==> src/rtl/smpc_pad_scan.sv <==
// SMPC-side scan engine for one Saturn controller port.
// Walks TH/TR through the four digital-pad select phases, samples the returned
// data nibble at the end of each settle window and publishes the active-low pad
// word plus a presence flag once the whole scan has completed.
module smpc_pad_scan #(
   parameter int unsigned SETTLE = 8
) (
   input  logic        CLK,
   input  logic        RST,
   input  logic        CE,
   input  logic        START,
   input  logic [6:0]  PI,
   output logic [6:0]  PO,
   output logic        BUSY,
   output logic        DONE,
   output logic [15:0] JOY,
   output logic        PRESENT
);

   localparam logic [7:0] SettleCnt = 8'(SETTLE);
   localparam logic [6:0] PoIdle    = 7'h60;

   typedef enum logic [1:0] {StIdle, StSettle, StFinish} state_e;

   state_e      state_q;
   logic [1:0]  phase_q;
   logic [7:0]  count_q;
   logic [3:0]  nib_q [4];
   logic [6:0]  po_q;
   logic        busy_q;
   logic        done_q;
   logic [15:0] joy_q;
   logic        present_q;

   // Only the data nibble is meaningful on the port input.
   logic unused_pi;
   assign unused_pi = ^PI[6:4];

   // Phase index maps straight onto the select lines: TH = bit 0, TR = bit 1.
   function automatic logic [6:0] sel_po(logic [1:0] ph);
      return {ph[0], ph[1], 5'b00000};
   endfunction

   // Scan sequencer with registered port and status outputs.
   always_ff @(posedge CLK) begin
      if (RST) begin
         state_q   <= StIdle;
         phase_q   <= 2'd0;
         count_q   <= 8'd0;
         for (int i = 0; i < 4; i++) nib_q[i] <= 4'hF;
         po_q      <= PoIdle;
         busy_q    <= 1'b0;
         done_q    <= 1'b0;
         joy_q     <= 16'hFFFF;
         present_q <= 1'b0;
      end else begin
         // DONE is a single CLK pulse even when CE stalls the engine.
         done_q <= 1'b0;
         if (CE) begin
            unique case (state_q)
               StIdle: begin
                  po_q <= PoIdle;
                  if (START) begin
                     po_q    <= sel_po(2'd0);
                     count_q <= SettleCnt;
                     phase_q <= 2'd0;
                     busy_q  <= 1'b1;
                     state_q <= StSettle;
                  end
               end
               StSettle: begin
                  if (count_q != 8'd0) begin
                     count_q <= count_q - 8'd1;
                  end else begin
                     nib_q[phase_q] <= PI[3:0];
                     if (phase_q != 2'd3) begin
                        phase_q <= phase_q + 2'd1;
                        po_q    <= sel_po(phase_q + 2'd1);
                        count_q <= SettleCnt;
                     end else begin
                        state_q <= StFinish;
                     end
                  end
               end
               StFinish: begin
                  // Word and presence flip together so readers never see a mix.
                  if (nib_q[3][2:0] == 3'b100) begin
                     joy_q     <= {nib_q[2], nib_q[1], nib_q[0], nib_q[3][3], 3'b111};
                     present_q <= 1'b1;
                  end else begin
                     joy_q     <= 16'hFFFF;
                     present_q <= 1'b0;
                  end
                  done_q  <= 1'b1;
                  busy_q  <= 1'b0;
                  po_q    <= PoIdle;
                  state_q <= StIdle;
               end
               default: state_q <= StIdle;
            endcase
         end
      end
   end

   assign PO      = po_q;
   assign BUSY    = busy_q;
   assign DONE    = done_q;
   assign JOY     = joy_q;
   assign PRESENT = present_q;

endmodule

==> config.mk <==
export PLATFORM = sky130hd
export DESIGN_NAME = smpc_pad_scan
export DESIGN_NICKNAME = d
export VERILOG_FILES = /design/src/rtl/smpc_pad_scan.sv
export SDC_FILE = /design/constraint.sdc
export NUM_CORES = 1
export LEC_CHECK = 0
export BUFFER_PORTS_ARGS = -buffer_cell sky130_fd_sc_hd__buf_4
export CAP_MARGIN = 20
export CORE_MARGIN = 5
export CORE_UTILIZATION = 59
export DETAILED_ROUTE_END_ITERATION = 16
export GPL_TIMING_DRIVEN = 0
export PLACE_DENSITY = 0.85
export SYNTH_ARGS = -nofsm -noshare
export SYNTH_HDL_FRONTEND = slang
export SYNTH_SLANG_ARGS = --single-unit
==> constraint.sdc <==
create_clock -name CLK -period 3.4 [get_ports CLK]
set_input_delay 0.68 -clock CLK [delete_from_list [all_inputs] [get_ports CLK]]
set_output_delay 0.68 -clock CLK [all_outputs]
set_load 0.005 [all_outputs]
==> flow_summary.yaml <==
setup_path:
  worstSetupStartpointType: "flop"
  path_class: "reg2reg"
  path_max_fanout: 9
  critPathRequiredTime_ps: 3490
  crit_end: "nib_q[0][3]"
  cp.arrival_ps: 2230
  timing.rr.end: "nib_q[0][3]"
  critPathCaptureType: "flop"
  r2r_start: "state_q[1]"
  r2r_setup_slack_ps: 1260
  crit_start: "state_q[1]"
  worst-r2r-cell-count: 8
logic_synthesis:
  synth.most_common_cell: "dfxtp_1"
  yosysTopAreaCell: "dfxtp_1"
  synthArstFlopShare: 0
  ys.flop_type: "dfxtp_1"
  yosysWarnings: 0
  synth_edf_count: 16
  syn-cell-area_um2: 2120
  synth_top_area_share: 0.283
  synth_common_cells: "dfxtp_1 (30), nand2b_1 (25), edfxtp_1 (16), nor2_1 (13), o22ai_1 (13)"
  synth.area.top_cells: "dfxtp_1 (28%), edfxtp_1 (23%), nand2b_1 (7.4%)"
  synth-seq-area-share: 0.510
  ys_seq_elements: 46
  synth_cells: 211
  synth.distinct_cells: 45
  syn_avg_cell_area_um2: 10.1
clock_network:
  tritoncts: "yes"
  clk_latency_ps: 360
  postCtsSetupRepairBufs: 0
  clock_tree.root_cell: "clkbuf_4"
  clockBufferDepth: 2
  cts_buffers: 5
  clkSinkCount: 46
  cts_max_level: 2
  clk_pin_slew_ps: 130
  ctsResizeCount: 0
  postCtsHoldBufs: 0
place:
  dpl_cell_area_um2: 2390
  place_ws_ps: 1260
  place_congestion: 0.860
  hpwlAfterDp_um: 3170
  portBuffers: 25
timing:
  period_share: 0.629
  rsz0062_at_grt: "no"
  timing.final.ws_setup_ps: 1260
  hold_violations: 0
  setup_tns_ps: 0
  skew_ps: 13.8
  maxSlewViolCount: 0
  setup_viol: 0
  fin_hold_ws_ps: 474
  fin_crit_ps: 2140
  fmax_ghz: 0.468
grt:
  grt_pass1_vias: 1562
  antenna_found_initial: 0
  overflow: 0
  grt_use_total: 0.185
  grt_start_max_net_pins: 15
  grt_pass1_wl_um: 7250
routing:
  routed_wl_um: 4200
  first_iter_violations: 82
  vias: 1619
  viasPerCell: 5.47
  drtPass1Iterations: 4
  drc: 0
  drtAntennaViolNets: 0
  wire_per_inst_um: 14.2
finish:
  final_layout_size_suffix_gt1_frac: 0.224
  fin_area_um2: 2440
  antenna_cells: 0
  nets: 267
  area_growth_pct: 15.2
power:
  vdd_ir_drop_max_v: 0.000323
  p_total_uw: 991
  leakage_uw: 0.000872
  powerDensity_nw_per_um2: 405
floorplan:
  die_x_um: 70.0
  core_um2: 3420
  pin_count: 37
  dieArea_um2: 4890
  start_util: 0.621
  die_h_um: 70.0
  num_rows: 21
min_path:
  min_from: "nib_q[1][0]"
  min_path_type: "reg2reg"
flow_run:
  drv_cap: 0
outcome:
  status: "finished clean"
through the flow:
| step | util | instances |
|---|---|---|
| final | 0.715 | 296 |
| after floorplan | - | 217 |
| after global placement | 0.699 | 288 |
| after CTS | 0.715 | 296 |
| after detailed placement | 0.699 | 288 |
| after global routing | 0.715 | 296 |
state kept, by name, indices dropped and copies added, names as in the netlist:
signal   cells
nib_q       16
PO           2
state_q      2
BUSY         1
phase_q      2
JOY         13
count_q      8
PRESENT      1
DONE         1
placed cells by master (no fill, tap or decap), types with 2 or more instances in the layout:
| cell | count |
|---|---|
| a211o_1 | 2 |
| a21oi_1 | 9 |
| nor2_1 | 13 |
| conb_1 | 8 |
| ha_1 | 7 |
| or2_2 | 10 |
| nor2b_1 | 2 |
| buf_4 | 33 |
| o22ai_1 | 13 |
| o21ai_0 | 4 |
| inv_1 | 8 |
| nand2_1 | 11 |
| nand2b_1 | 25 |
| nand3_1 | 5 |
| nor3_1 | 7 |
| edfxtp_1 | 16 |
| or3_1 | 5 |
| clkbuf_4 | 5 |
| a211oi_1 | 2 |
| clkbuf_1 | 7 |
| dfxtp_1 | 30 |
| nand4_1 | 2 |
worst min-delay path by stage:
stage / slack [ps] / cells after the start / to
CTS: 470 / 2 / JOY[8]
floorplan: 440 / 2 / JOY[14]
global placement: 440 / 2 / JOY[13]
global route: 490 / 2 / PRESENT
detailed placement: 450 / 2 / JOY[7]
finish: 470 / 2 / JOY[8]
worst max-delay path, stage by stage, from the launching register on:
cell	delay, ps
dfxtp_1	360
inv_1	80
ha_1	130
buf_2	180
inv_1	120
nor2_1	240
nand2_1	100
nor3_1	390
or2_2	260
cells by family after synthesis:
logic type                 after synthesis  share of synthesized area
and+or+nand+nor                         88                      0.241
DFF                                     46                      0.510
AOI/OAI and AO/OA                       42                      0.135
buffers and inverters                   24                     0.0608
adders and majority gates                7                     0.0413
other                                    2                    0.00354
xor gates and xnor gates                 1                    0.00413
muxes                                    1                    0.00472
power by group:
group | internal [uW] | leakage (uW) | total, uW | switching, uW
Sequential | 581 | 0.000353 | 594 | 12.7
Clock | 81.3 | 0.0000322 | 248 | 167
Combinational | 63.9 | 0.000486 | 148 | 84.1
area by class of cell:
type                    count  area [um2]
fillers                   278         972
repair buffers             25         188
multi-input cells         147         933
inverters                   8        30.0
plain buffers              16        98.8
clock buffers               6        41.3
clock inverters             2        13.8
flip-flops and latches     46        1080
well taps                  46        57.6
per-layer routing:
metal / share of wire / global-route usage / vias up
met5: 0 / 0 / -
met4: 0.014 / 0.0979 / 0
met3: 0.069 / 0.0473 / 7
li1: - / - / 812
met2: 0.50 / 0.306 / 50
met1: 0.42 / 0.219 / 750
Power figures use the tool's default switching activity.
